<file path="src/rtl/norm_scheduler_pkg.sv">
// Shared constants for the normalization scheduler slice.
//
// Package norm_pkg holds the default requester count, the fixed latency of
// the normalization pipeline, the datapath widths and the posit saturation
// values used when a result overflows.
package norm_pkg;

    localparam int NREQ_DEFAULT = 4;
    localparam int NORM_LAT     = 4;
    localparam int FRAC_W       = 128;
    localparam int UNUM_W       = 32;
    localparam int BLK_W        = 3;

    // Largest positive posit and most negative finite posit (NaR is 8000_0000).
    localparam logic [UNUM_W-1:0] POSIT_SAT_POS = 32'h7FFF_FFFF;
    localparam logic [UNUM_W-1:0] POSIT_SAT_NEG = 32'h8000_0001;

    // Saturated result for an overflowed issue of the given sign.
    function automatic logic [UNUM_W-1:0] sat_unum(input logic sign);
        return sign ? POSIT_SAT_NEG : POSIT_SAT_POS;
    endfunction

endpackage

</file>
<file path="src/rtl/norm_scheduler_if.sv">
// Bundle of requester, pipeline-issue, pipeline-result and routed-result
// signals around the normalization scheduler.
//
// Signals:
//   req / req_frac / req_blk / req_sign / req_inf : requester payloads
//   gnt                                           : one-hot grant pulse
//   norm_frac / norm_blk / norm_sign / norm_inf / norm_finish : issue port
//   norm_unum / norm_ovf                          : pipeline result port
//   res_valid / res_id / res_unum / res_ovf       : routed result
// Modports: slave is the scheduler view, master is the surrounding system.
interface norm_scheduler_if #(
    parameter int NREQ = norm_pkg::NREQ_DEFAULT
);
    import norm_pkg::*;

    localparam int ID_W = $clog2(NREQ);

    logic [NREQ-1:0]        req;
    logic [NREQ*FRAC_W-1:0] req_frac;
    logic [NREQ*BLK_W-1:0]  req_blk;
    logic [NREQ-1:0]        req_sign;
    logic [NREQ-1:0]        req_inf;
    logic [NREQ-1:0]        gnt;

    logic [FRAC_W-1:0]      norm_frac;
    logic [BLK_W-1:0]       norm_blk;
    logic                   norm_sign;
    logic                   norm_inf;
    logic                   norm_finish;

    logic [UNUM_W-1:0]      norm_unum;
    logic                   norm_ovf;

    logic                   res_valid;
    logic [ID_W-1:0]        res_id;
    logic [UNUM_W-1:0]      res_unum;
    logic                   res_ovf;

    modport slave (
        input  req, req_frac, req_blk, req_sign, req_inf, norm_unum, norm_ovf,
        output gnt, norm_frac, norm_blk, norm_sign, norm_inf, norm_finish,
               res_valid, res_id, res_unum, res_ovf
    );

    modport master (
        output req, req_frac, req_blk, req_sign, req_inf, norm_unum, norm_ovf,
        input  gnt, norm_frac, norm_blk, norm_sign, norm_inf, norm_finish,
               res_valid, res_id, res_unum, res_ovf
    );

endinterface

</file>
<file path="src/rtl/norm_scheduler_rr_arbiter.sv">
// Round-robin arbiter: picks the first asserted request at or after ptr_i,
// wrapping around.
//
// Ports:
//   req_i   : request vector
//   ptr_i   : highest-priority index this cycle (must be < NREQ)
//   gnt_o   : one-hot grant
//   idx_o   : index of the granted requester
//   valid_o : a grant was made
module rr_arbiter #(
    parameter int NREQ  = 4,
    parameter int IDX_W = 2
) (
    input  logic [NREQ-1:0]  req_i,
    input  logic [IDX_W-1:0] ptr_i,
    output logic [NREQ-1:0]  gnt_o,
    output logic [IDX_W-1:0] idx_o,
    output logic             valid_o
);
    import norm_pkg::*;

    // Scan from the pointer upward; the first hit wins and masks the rest.
    always_comb begin
        int j;
        gnt_o   = '0;
        idx_o   = '0;
        valid_o = 1'b0;
        j       = 0;
        for (int k = 0; k < NREQ; k++) begin
            j = int'(ptr_i) + k;
            if (j >= NREQ) begin
                j = j - NREQ;
            end
            if (!valid_o && req_i[j]) begin
                valid_o  = 1'b1;
                gnt_o[j] = 1'b1;
                idx_o    = IDX_W'(j);
            end
        end
    end

endmodule

</file>
<file path="src/rtl/norm_scheduler.sv">
// Normalization scheduler: arbitrates NREQ accumulator requesters onto one
// shared normalization pipeline, registers the winner's payload onto the
// issue port, tracks every issue through a NORM_LAT-deep valid/id pipe and
// routes the pipeline result back tagged with the requester id.
//
// Ports:
//   clk : clock, rising edge
//   rst : synchronous active-high reset
//   bus : norm_scheduler_if.slave (requests, grant, issue, result)
//
// Optional feature macro: NORM_SCHED_OVF_SAT_EN
//   When defined, an overflowed non-infinity result is replaced by the
//   saturated posit of the issue's sign. When undefined, res_unum passes
//   norm_unum through unchanged.
module norm_scheduler #(
    parameter int NREQ     = norm_pkg::NREQ_DEFAULT,
    parameter int NORM_LAT = norm_pkg::NORM_LAT
) (
    input  logic            clk,
    input  logic            rst,
    norm_scheduler_if.slave bus
);
    import norm_pkg::*;

    localparam int ID_W = $clog2(NREQ);

    logic [NREQ-1:0]   arb_req;
    logic [NREQ-1:0]   arb_gnt;
    logic [ID_W-1:0]   arb_idx;
    logic              arb_valid;

    logic [ID_W-1:0]   ptr_q,    ptr_d;
    logic              finish_q, finish_d;
    logic [FRAC_W-1:0] frac_q,   frac_d;
    logic [BLK_W-1:0]  blk_q,    blk_d;
    logic              sign_q,   sign_d;
    logic              inf_q,    inf_d;
    logic [ID_W-1:0]   id_q,     id_d;

    logic              pipe_v_q  [NORM_LAT];
    logic [ID_W-1:0]   pipe_id_q [NORM_LAT];
`ifdef NORM_SCHED_OVF_SAT_EN
    logic              pipe_sign_q [NORM_LAT];
    logic              pipe_inf_q  [NORM_LAT];
`endif

    logic              res_valid;

    // Requests are masked during reset so no grant escapes in that cycle.
    assign arb_req = rst ? '0 : bus.req;

    rr_arbiter #(
        .NREQ  (NREQ),
        .IDX_W (ID_W)
    ) u_arb (
        .req_i   (arb_req),
        .ptr_i   (ptr_q),
        .gnt_o   (arb_gnt),
        .idx_o   (arb_idx),
        .valid_o (arb_valid)
    );

    // Select the winner's payload; idle cycles issue all-zero data. The
    // pointer moves just past the winner so a requester that keeps asking
    // drops to lowest priority.
    always_comb begin
        ptr_d    = ptr_q;
        finish_d = 1'b0;
        frac_d   = '0;
        blk_d    = '0;
        sign_d   = 1'b0;
        inf_d    = 1'b0;
        id_d     = '0;
        if (arb_valid) begin
            ptr_d    = (int'(arb_idx) == NREQ - 1) ? '0 : arb_idx + 1'b1;
            finish_d = 1'b1;
            frac_d   = bus.req_frac[arb_idx*FRAC_W +: FRAC_W];
            blk_d    = bus.req_blk[arb_idx*BLK_W +: BLK_W];
            sign_d   = bus.req_sign[arb_idx];
            inf_d    = bus.req_inf[arb_idx];
            id_d     = arb_idx;
        end
    end

    // Issue register plus tracking pipe. Stage 0 captures the issue visible
    // on norm_finish, so the last stage lines up NORM_LAT cycles later with
    // the pipeline's result. Reset empties the pipe so in-flight results
    // from before reset are never reported.
    always_ff @(posedge clk) begin
        if (rst) begin
            ptr_q    <= '0;
            finish_q <= 1'b0;
            frac_q   <= '0;
            blk_q    <= '0;
            sign_q   <= 1'b0;
            inf_q    <= 1'b0;
            id_q     <= '0;
            for (int s = 0; s < NORM_LAT; s++) begin
                pipe_v_q[s]    <= 1'b0;
                pipe_id_q[s]   <= '0;
`ifdef NORM_SCHED_OVF_SAT_EN
                pipe_sign_q[s] <= 1'b0;
                pipe_inf_q[s]  <= 1'b0;
`endif
            end
        end else begin
            ptr_q    <= ptr_d;
            finish_q <= finish_d;
            frac_q   <= frac_d;
            blk_q    <= blk_d;
            sign_q   <= sign_d;
            inf_q    <= inf_d;
            id_q     <= id_d;
            pipe_v_q[0]    <= finish_q;
            pipe_id_q[0]   <= id_q;
`ifdef NORM_SCHED_OVF_SAT_EN
            pipe_sign_q[0] <= sign_q;
            pipe_inf_q[0]  <= inf_q;
`endif
            for (int s = 1; s < NORM_LAT; s++) begin
                pipe_v_q[s]    <= pipe_v_q[s-1];
                pipe_id_q[s]   <= pipe_id_q[s-1];
`ifdef NORM_SCHED_OVF_SAT_EN
                pipe_sign_q[s] <= pipe_sign_q[s-1];
                pipe_inf_q[s]  <= pipe_inf_q[s-1];
`endif
            end
        end
    end

    // Outputs are forced quiet for the whole reset cycle, not just after it.
    assign bus.gnt         = arb_gnt;
    assign bus.norm_finish = finish_q & ~rst;
    assign bus.norm_frac   = rst ? '0 : frac_q;
    assign bus.norm_blk    = rst ? '0 : blk_q;
    assign bus.norm_sign   = sign_q & ~rst;
    assign bus.norm_inf    = inf_q & ~rst;

    assign res_valid     = pipe_v_q[NORM_LAT-1] & ~rst;
    assign bus.res_valid = res_valid;
    assign bus.res_id    = res_valid ? pipe_id_q[NORM_LAT-1] : '0;
    assign bus.res_ovf   = bus.norm_ovf;

`ifdef NORM_SCHED_OVF_SAT_EN
    // Infinity issues keep the pipeline's own encoding even on overflow.
    assign bus.res_unum = (res_valid && bus.norm_ovf && !pipe_inf_q[NORM_LAT-1])
                        ? sat_unum(pipe_sign_q[NORM_LAT-1])
                        : bus.norm_unum;
`else
    assign bus.res_unum = bus.norm_unum;
`endif

endmodule

</file>
<file path="src/flat_wrapper.sv">
// flat-port wrapper written by rule: the top's interface ports become plain ports
module norm_scheduler_flat import norm_pkg::*;
#(
    parameter int NREQ     = norm_pkg::NREQ_DEFAULT,
    parameter int NORM_LAT = norm_pkg::NORM_LAT
)
  (clk, rst, bus_req, bus_req_frac, bus_req_blk, bus_req_sign, bus_req_inf, bus_norm_unum, bus_norm_ovf, bus_gnt, bus_norm_frac, bus_norm_blk, bus_norm_sign, bus_norm_inf, bus_norm_finish, bus_res_valid, bus_res_id, bus_res_unum, bus_res_ovf);
  norm_scheduler_if #(.NREQ(NREQ)) bus_i ();
  input  logic clk;
  input  logic rst;
  input wire logic [$bits(bus_i.req)-1:0] bus_req;
  input wire logic [$bits(bus_i.req_frac)-1:0] bus_req_frac;
  input wire logic [$bits(bus_i.req_blk)-1:0] bus_req_blk;
  input wire logic [$bits(bus_i.req_sign)-1:0] bus_req_sign;
  input wire logic [$bits(bus_i.req_inf)-1:0] bus_req_inf;
  input wire logic [$bits(bus_i.norm_unum)-1:0] bus_norm_unum;
  input wire logic [$bits(bus_i.norm_ovf)-1:0] bus_norm_ovf;
  output wire logic [$bits(bus_i.gnt)-1:0] bus_gnt;
  output wire logic [$bits(bus_i.norm_frac)-1:0] bus_norm_frac;
  output wire logic [$bits(bus_i.norm_blk)-1:0] bus_norm_blk;
  output wire logic [$bits(bus_i.norm_sign)-1:0] bus_norm_sign;
  output wire logic [$bits(bus_i.norm_inf)-1:0] bus_norm_inf;
  output wire logic [$bits(bus_i.norm_finish)-1:0] bus_norm_finish;
  output wire logic [$bits(bus_i.res_valid)-1:0] bus_res_valid;
  output wire logic [$bits(bus_i.res_id)-1:0] bus_res_id;
  output wire logic [$bits(bus_i.res_unum)-1:0] bus_res_unum;
  output wire logic [$bits(bus_i.res_ovf)-1:0] bus_res_ovf;
  assign bus_i.req = bus_req;
  assign bus_i.req_frac = bus_req_frac;
  assign bus_i.req_blk = bus_req_blk;
  assign bus_i.req_sign = bus_req_sign;
  assign bus_i.req_inf = bus_req_inf;
  assign bus_i.norm_unum = bus_norm_unum;
  assign bus_i.norm_ovf = bus_norm_ovf;
  assign bus_gnt = bus_i.gnt;
  assign bus_norm_frac = bus_i.norm_frac;
  assign bus_norm_blk = bus_i.norm_blk;
  assign bus_norm_sign = bus_i.norm_sign;
  assign bus_norm_inf = bus_i.norm_inf;
  assign bus_norm_finish = bus_i.norm_finish;
  assign bus_res_valid = bus_i.res_valid;
  assign bus_res_id = bus_i.res_id;
  assign bus_res_unum = bus_i.res_unum;
  assign bus_res_ovf = bus_i.res_ovf;
  norm_scheduler #(.NREQ(NREQ), .NORM_LAT(NORM_LAT)) u_core (.clk(clk), .rst(rst), .bus(bus_i));
endmodule
</file>
<file path="config.mk">
export PLATFORM = sky130hd
export DESIGN_NAME = norm_scheduler_flat
export DESIGN_NICKNAME = d
export VERILOG_FILES = /design/src/rtl/norm_scheduler_pkg.sv /design/src/rtl/norm_scheduler_if.sv /design/src/rtl/norm_scheduler_rr_arbiter.sv /design/src/rtl/norm_scheduler.sv /design/src/flat_wrapper.sv
export SDC_FILE = /design/constraint.sdc
export NUM_CORES = 1
export LEC_CHECK = 0
export BUFFER_PORTS_ARGS = -buffer_cell sky130_fd_sc_hd__clkbuf_2
export CAP_MARGIN = 40
export CORE_AREA = 2 2 287 289
export DETAILED_ROUTE_END_ITERATION = 12
export DIE_AREA = 0 0 289 291
export PLACE_DENSITY_LB_ADDON = 0.1
export SYNTH_ARGS = -nofsm -noshare
export SYNTH_HDL_FRONTEND = slang
export SYNTH_SLANG_ARGS = --single-unit
</file>
<file path="constraint.sdc">
create_clock -name clk -period 5.6 [get_ports clk]
set_input_delay 0.56 -clock clk [delete_from_list [all_inputs] [get_ports clk]]
set_output_delay 0.56 -clock clk [all_outputs]
set_load 0.005 [all_outputs]
</file>
* Word level (Yosys, flattened, before mapping)
Memory sizes are Yosys's and may differ from the RTL's. Cells that the tools add are included.
Word-level totals: output and inout bits 174, input bits 571, memories kept 2, word-level logic and storage cells 119, bits in writable memories 12, bits in registers 138
Cells by class: multiply operators 1, add/sub/neg operators 8, eq/ne operators 1, reductions and logical operators 11, magnitude comparators 13, shift-type cells 2, muxes and demuxes 57, bitwise logic cells 17
Memories:
- u_core.pipe_id_q | depth 4, width 2, read ports 4, clocked after memory_dff 0, wr ports 4, RTL line norm_scheduler.sv:41 | logic [ID_W-1:0] pipe_id_q [NORM_LAT];
- u_core.pipe_v_q | depth 4, width 1, read ports 4, clocked after memory_dff 0, wr ports 4, RTL line norm_scheduler.sv:40 | logic pipe_v_q [NORM_LAT];
Operators with widths (number):
- indexed part select 512 x 10 -> 128 bit | 1
- >= comparator 32 x 1 -> 1 bit, second input constant | 4
- < comparator 32 x 4 -> 1 bit, second input constant | 4
- 2-to-1 mux 128 bit | 1
- 2-to-1 mux 32 bit | 4
- 2-to-1 mux 1 bit | 26
- 2-to-1 mux 2 bit | 10
- 2-to-1 mux 4 bit | 5
- binary-select mux 1 bit (select 2 bit) | 6
- OR 4 bit | 3
- indexed part select 12 x 5 -> 3 bit | 1
- subtractor 3 x 3 -> 4 bit, second input constant | 3
- >= comparator 3 bit, second input constant | 3
- demux 1 bit (select 2 bit) | 4
- OR 1 bit | 8
- logical AND 1 bit | 7
- adder 2 x 2 -> 3 bit, second input constant | 2
- bitwise AND 1 bit | 4
- multiplier 2 x 2 -> 4 bit, second input constant | 1
- subtractor 2 x 3 -> 4 bit, second input constant | 1
- adder 2 x 1 -> 3 bit, second input constant | 1
- >= comparator 2 x 3 -> 1 bit, second input constant | 1
- logical NOT 1 bit | 3
- < comparator 2 x 3 -> 1 bit, second input constant | 1
- 5 further kinds | 6

* Logic depth before layout (Yosys ltp)
Gate-level depths: netlist of run 1.
word-level depth 17, depth in mapped cells 16

* Cells and area by module
From an unflattened synthesis of run 1, not the netlist that was laid out.
Second synthesis, totals: cells, all modules 871, area, all modules 9085.0 um^2
By module, submodules not included:
- norm_scheduler | instances 1, sequential area each 3002.9 um^2, cells an instance 823, area each 8624.5 um^2
- rr_arbiter | instances 1, sequential area each 0.0 um^2, cells an instance 48, area each 460.4 um^2

* Least setup slack after synthesis of run 1
No wires, ideal clock.
path kind register -> register, start point register u_core.ptr_q[0], end point register u_core.ptr_q[0], arrival 3559 ps, period minus slack after synthesis 3616 ps, setup slack 1984 ps, stages on the path, launching flop included 15, path buffers 4, setup time 58 ps, required time 5542 ps, path through dfxtp_1 -> buf_2 -> inv_1 -> ha_1 -> mux4_2 -> nor2b_1 -> o311ai_1 -> buf_6 -> buf_6 -> buf_6 -> inv_1 -> ha_1 -> or3b_2 -> nor3_1 -> o21a_1
On the way: cells in the longest elaborated chain, start to end 17
RTL lines:
- start: declaration | RTL line norm_scheduler.sv:32 | logic [ID_W-1:0] ptr_q, ptr_d;
- start signal: assignment | RTL line norm_scheduler.sv:107 | ptr_q <= ptr_d;
- branches (longest 14 deep; another with subtractor 3 x 3 -> 4 bit)
- 2-to-1 mux 2 bit (*) | RTL line norm_scheduler_rr_arbiter.sv:34 | if (!valid_o && req_i[j]) begin
- via u_core.arb_idx[0] | RTL line norm_scheduler.sv:29 | logic [ID_W-1:0] arb_idx;
- adder 2 x 1 -> 2 bit / equality test 2 x 1 -> 1 bit (equally long branches) | RTL line norm_scheduler.sv:75 | ptr_d = (int'(arb_idx) == NREQ - 1) ? '0 : arb_idx + 1'b1;
- 2-to-1 mux 2 bit (*) | RTL line norm_scheduler.sv:75
Mark *: on every way through the listed nets, which the timed path passes. The select of a mux whose other input is x is not followed. A chain may end at the register's enable or synchronous reset.

* Worst setup path after layout of run 1
start point register u_core.ptr_q[0], end point output bus_gnt[1]
On the way: cells in the longest elaborated chain, start to end 15
RTL lines:
- branches (longest 14 deep; another with >= comparator 32 x 1 -> 1 bit)
- 2-to-1 mux 4 bit (*) | RTL line norm_scheduler_rr_arbiter.sv:34
- end: declaration | RTL line flat_wrapper.sv:18 | output wire logic [$bits(bus_i.gnt)-1:0] bus_gnt;
Mark *: on every way between the ends. The select of a mux whose other input is x is not followed.

==> results.yml, run 1 <==
outcome:
  outcome: "finished, final reports clean"
worst_setup_path:
  worstReg2RegStart: "u_core.ptr_q[0]$_SDFFE_PP0P_"
  crit_family: "simple AND/OR/NAND/NOR gates"
  reg2regPathDepth: 7
  end_kind: "primary output"
  crit_buf_inv: 2
  required_ns: 5.04
  crit_chain: "inv_1 -> ha_1 -> or3b_1 -> a2111oi_0 -> nand3b_2 -> nand2_1 -> a21oi_1 -> clkbuf_2"
  slowest_delay_ns: 0.69
  setup.worst_path.class: "register to primary output"
  timing.critical_path.from: "u_core.ptr_q[0]$_SDFFE_PP0P_"
  worst_setup_path_start_kind: "register"
  cp_num_cells: 8
  worstPathArrival_ns: 3.46
  critPathMaxFanout: 12
  slowest_stage: "dfxtp_1"
yosys:
  synth_cell_types: 33
  yosysTopAreaCell: "dfxtp_1"
  ys_warn_count: 0
  synth_top_cell_area_share_pct: 28.8
  synth_nets: 1765
  synthTopCellsByArea: "dfxtp_1 29%, mux2i_1 26%, a21boi_0 9.6%"
  synth_cells: 1185
  syn-cell-area_um2: 10400
  avgSynthCellArea_um2: 8.79
  ys_seq_elements: 150
  yosysSeqAreaShare_pct: 28.8
clocking:
  cts_buffers: 17
  ctsHoldBuffers: 0
  postCtsSetupRepairBufs: 0
  clkTransAtPathRegs_ns: 0.08
  postCtsResizedCells: 0
  clkSinkCount: 150
  clockBufferDepth: 2
  cts_tree: "built"
  cts_max_level: 4
  clk_latency_ns: 0.48
  root_buffer: "clkbuf_16"
routing:
  drt_wl_total_um: 53500
  final_antenna_net_count: 0
  viasPerCell: 3.75
  route.detailed.drc: 0
  drt_iter0_drc: 253
  wire_per_inst_um: 18.9
  vias: 10600
  dr.pass1.iters: 4
power_and_ir_drop:
  p_leak_nw: 7.80
  peakVddDrop_v: 0.000217
  total_power_mw: 3.92
  power_density_nw_per_um2: 257
timing:
  hold_violations: 0
  finClkSkew_ns: 0.0116
  fmax_ghz: 0.249
  setup_viol: 0
  slew_headroom_pct: 43.8
  slew_violations: 0
  tightest_slew_ns: 0.842
  rsz0062_at_grt: "false"
  period_share_pct: 71.7
  fin_crit_ns: 4.02
  tns_ns: 0
global_route:
  grt_use_total_pct: 12.3
  antenna_found_initial: 9
  grt_pass1_wl_um: 75800
  grt_pass1_vias: 11100
  grt_overflow: 0
  grt_start_max_net_pins: 149
layout:
  layout_commonest_cell: "clkbuf_2"
  syn_to_final_growth_pct: 46.5
  seqCellArea_um2: 3000
  layout_common_cells: "677 x clkbuf_2, 268 x mux2i_1, 150 x dfxtp_1"
  fill_cells: 9251
  multi_input_area_um2: 6630
  nets: 2321
  drive_gt1_share_pct: 42.0
floorplan:
  start_util_pct: 12.8
  die_area_um2: 84100
  core_area_um2: 81200
  ios: 745
  die_w_um: 289
  rows: 105
  die_h_um: 291
place:
  dp_hpwl_um: 40000
  gp_congestion: 0.811
  portBuffers: 678
worst_hold_path:
  min_from: "bus_req_frac[235]"
  min_path_type: "input pin to register"
  hold_path_depth: 3
run:
  drv_cap: 0
[area by class of cell]
| type | count | area share (%) |
|---|---|---|
| well taps | 1070 | 8.77 |
| clock inverters | 15 | 1.16 |
| clock buffers | 17 | 2.79 |
| repair buffers | 693 | 23.9 |
| inverters | 5 | 0.123 |
| diodes | 7 | 0.115 |
| flip-flops and latches | 150 | 19.7 |
| multi-input cells | 874 | 43.4 |
[registers in the layout, summed over array words and instances, names as in the netlist]
name              count
u_core.blk_q          3
u_core.finish_q       1
u_core.frac_q       128
u_core.id_q           2
u_core.inf_q          1
u_core.pipe_id_q      8
u_core.pipe_v_q       4
u_core.ptr_q          2
u_core.sign_q         1
[cell usage after synthesis]
| cell type | number |
|---|---|
| a21oi_1 | 7 |
| a21boi_0 | 133 |
| a222oi_1 | 4 |
| buf_6 | 7 |
| and3_1 | 133 |
| mux4_2 | 3 |
| nor3_1 | 1 |
| inv_1 | 5 |
| o21ai_0 | 134 |
| or3b_1 | 1 |
| clkbuf_1 | 91 |
| nand3b_2 | 1 |
| nand4b_1 | 1 |
| o311ai_1 | 1 |
| o21a_1 | 1 |
| buf_4 | 42 |
| nand3b_1 | 1 |
| and2_1 | 4 |
| a211oi_2 | 1 |
| mux2i_1 | 268 |
| a211o_1 | 1 |
| nand2b_1 | 4 |
| nor2b_1 | 148 |
| a2111oi_0 | 1 |
| nand4_1 | 1 |
| ha_1 | 9 |
| or3b_2 | 1 |
| nand2_1 | 4 |
| buf_2 | 16 |
| o21ba_2 | 1 |
| dfxtp_1 | 150 |
| nor2_1 | 9 |
| o21ai_1 | 1 |
[logic make-up after synthesis]
family                     count (synthesis)  share of synthesized area [%]
DFF                                      150                           28.8
and+or+nand+nor                          309                           18.4
AOI/OAI and AO/OA                        285                           17.3
adders and majority gates                  9                           1.08
buffers and inverters                    161                           8.01
muxes                                    271                           26.4
[where the power goes]
group	switching (mW)	total (mW)	internal (mW)	leakage, nW
Combinational	0.740	1.37	0.630	6.26
Clock	0.655	1.26	0.602	0.290
Sequential	0.0443	1.30	1.25	1.25
Total	1.44	3.92	2.48	7.80
[path summary, 6_finish.rpt]
kind / to / slack, ns
max: bus_gnt[1] / 1.58
min: u_core.frac_q[107]$_SDFF_PP0_ / 0.34
max reg2reg: u_core.frac_q[74]$_SDFF_PP0_ / 1.77
min reg2reg: u_core.pipe_id_q[0][5]$_SDFF_PP0_ / 0.44
[metrics by stage]
step	instance area, um2	std cells	hold WS [ns]	setup slack, ns	utilization (%)
3_3_place_gp	14600	2789	0.418	1.73	17.9
4_1_cts	15200	2824	0.292	1.47	18.8
3_5_place_dp	14600	2792	0.421	1.81	18.0
5_1_grt	15300	2827	0.322	1.28	18.8
2_1_floorplan	10400	1185	0.414	1.98	-
6_report	15300	2831	0.344	1.58	18.8
[per-layer routing]
| layer | global-route usage [%] | vias up | routed length [um] |
|---|---|---|---|
| li1 | - | 5276 | - |
| met1 | 13.8 | 4953 | 21500 |
| met2 | 22.2 | 335 | 27600 |
| met3 | 3.53 | 55 | 3390 |
| met4 | 4.07 | 6 | 1040 |
| met5 | 0 | - | 41 |
[worst reg2reg max path: stages (launching register included)]
cell and delay [ns]:
dfxtp_1 0.69, inv_1 0.29, ha_1 0.51, mux4_2 0.58, nor2b_1 0.25, o311ai_4 0.40
buf_12 0.55, mux2i_1 0.47
No activity file was read; power rests on OpenSTA's default activity.
==> inputs of run 2 (changes only) <==
--- a/config.mk
+++ b/config.mk
@@ -7,9 +7,9 @@
 export LEC_CHECK = 0
 export BUFFER_PORTS_ARGS = -buffer_cell sky130_fd_sc_hd__clkbuf_2
 export CAP_MARGIN = 40
-export CORE_AREA = 2 2 287 289
+export CORE_AREA = 2 2 288 290
 export DETAILED_ROUTE_END_ITERATION = 12
-export DIE_AREA = 0 0 289 291
+export DIE_AREA = 0 0 290 292
 export PLACE_DENSITY_LB_ADDON = 0.1
 export SYNTH_ARGS = -nofsm -noshare
 export SYNTH_HDL_FRONTEND = slang
==> constraint.sdc (replaced) <==
create_clock -name clk -period 3.8 [get_ports clk]
set_input_delay 0.38 -clock clk [delete_from_list [all_inputs] [get_ports clk]]
set_output_delay 0.38 -clock clk [all_outputs]
set_load 0.005 [all_outputs]
==> run 2 against run 1 <==
Effect of this change:
- first-iteration DRC count is 21% higher
- sequential power is 47% higher
- critical path depth is 2 higher
- routed wire length is 0.81% higher
- flip-flop and latch count stayed put
- worst hold slack worse by 0.17 ns
- sequential share of layout area is 0.12 points lower
- setup slack worse by 1.1 ns
- register-to-register slack worse by 1.3 ns
- critical path type is now register to register
- critical endpoint is now u_core.ptr_q[0]$_SDFFE_PP0P_
- largest cell class unchanged
==> results.yml, run 2 (same netlist as run 1, synthesis figures left out) <==
clocking:
  ctsHoldBuffers: 0
  clkSinkCount: 150
  clk_latency_ns: 0.48
  cts_buffers: 17
  cts_tree: "built"
  clkTransAtPathRegs_ns: 0.08
  cts_max_level: 4
  clockBufferDepth: 2
  root_buffer: "clkbuf_16"
floorplan:
  die_h_um: 292
  die_area_um2: 84700
  ios: 745
  rows: 105
  core_area_um2: 81600
  die_w_um: 290
  start_util_pct: 12.8
layout:
  drive_gt1_share_pct: 42.4
  nets: 2334
  layout_commonest_cell: "clkbuf_2"
  layout_common_cells: "677 x clkbuf_2, 268 x mux2i_1, 149 x dfxtp_1"
  largest_register_ffs: 128
  fin_cells: 2845
  syn_to_final_growth_pct: 47.4
  top_register: "u_core.frac_q"
  fin_area_um2: 15400
  top_regs: "u_core.frac_q: 128 flops, u_core.pipe_id_q: 8 flops, u_core.pipe_v_q: 4 flops"
  utilization_pct: 18.8
worst_setup_path:
  worstPathArrival_ns: 3.76
  setup.worst_path.class: "register to register"
  critPathMaxFanout: 7
  required_ns: 4.22
  slowest_delay_ns: 0.58
  slowest_stage: "mux4_2"
  timing.critical_path.from: "u_core.ptr_q[1]$_SDFFE_PP0P_"
  worstReg2RegStart: "u_core.ptr_q[1]$_SDFFE_PP0P_"
  end_kind: "register"
  crit_chain: "inv_1 -> ha_1 -> mux4_2 -> nor2b_1 -> o311ai_4 -> inv_1 -> ha_1 -> or3b_2 -> nor3_1 -> o21a_1"
  reg2regPathDepth: 10
  worst_setup_path_start_kind: "register"
global_route:
  grt_pass1_wl_um: 77100
  antenna_found_initial: 9
  grt_use_total_pct: 12.4
  grt_overflow: 0
  grt_start_max_net_pins: 155
  grt_pass1_vias: 11400
timing:
  fmax_ghz: 0.299
  period_share_pct: 87.9
  slew_violations: 0
  tns_ns: 0
  whs_ns: 0.169
  slew_headroom_pct: 54.4
  tightest_slew_ns: 0.684
  rsz0062_at_grt: "false"
  setup_viol: 0
  finClkSkew_ns: 0.0134
  hold_violations: 0
  fin_crit_ns: 3.34
  final.setup.worst_slack_ns: 0.459
power_and_ir_drop:
  power_density_nw_per_um2: 383
  peakVddDrop_v: 0.000320
  p_leak_nw: 7.87
  total_power_mw: 5.88
routing:
  viasPerCell: 3.79
  dr.pass1.iters: 6
  route.detailed.drc: 0
  vias: 10800
  drt_iter0_drc: 305
  wire_per_inst_um: 19.0
  final_antenna_net_count: 0
  drt_wl_total_um: 54000
outcome:
  outcome: "finished, final reports clean"
place:
  placed_cells: 2805
  portBuffers: 678
  placed_area_um2: 14700
  dp_hpwl_um: 40700
  dp_slack_ns: 0.345
  gp_congestion: 0.782
worst_hold_path:
  min_from: "bus_req_frac[231]"
  min_path_type: "input pin to register"
  hold_path_depth: 3
run:
  drv_cap: 0
==> run 2: final cells by class <==
class / instances / area, um2
fill: 9254 / 66200
multi-input combinational: 874 / 6640
timing repair buffer: 706 / 3720
sequential: 150 / 3000
tap: 1070 / 1340
clock buffer: 18 / 439
clock inverter: 14 / 176
antenna: 8 / 20.0
inverter: 5 / 18.8
==> run 2: power breakdown <==
group | total (mW) | leakage [nW] | internal (mW) | switching (mW)
clock network | 1.92 | 0.306 | 1.02 | 0.903
logic | 2.05 | 6.32 | 0.930 | 1.12
registers | 1.91 | 1.25 | 1.85 | 0.0658
total | 5.88 | 7.87 | 3.80 | 2.09
==> run 2: path summary, 6_finish.rpt <==
check	slack, ns	end
min	0.17	u_core.frac_q[103]$_SDFF_PP0_
min reg2reg	0.43	u_core.pipe_id_q[0][5]$_SDFF_PP0_
max reg2reg	0.46	u_core.ptr_q[0]$_SDFFE_PP0P_
max	0.46	u_core.ptr_q[0]$_SDFFE_PP0P_
==> run 2: layer usage <==
layer  global-route usage [%]  up-vias  share of wire, %
li1                         -     5310                 -
met1                     13.5     5091                39
met2                     23.4      322                54
met3                     3.13       57               4.7
met4                     3.86        0               1.8
met5                        0        -                 0
==> run 2: worst max-delay path: cells and delay by family, from the launching register on <==
kind | cells | cell delay [ns]
mux | 1 | 0.58
simple gates | 3 | 0.89
fa+ha+maj | 2 | 0.66
compound gates | 2 | 0.50
flops | 1 | 0.41
buf+inv | 2 | 0.23
==> run 2: what timing repair did <==
action,in CTS,in global routing
setup endpoints to repair,0,4
gates resized for setup,0,3
hold endpoints to repair,0,0
setup buffers,0,0
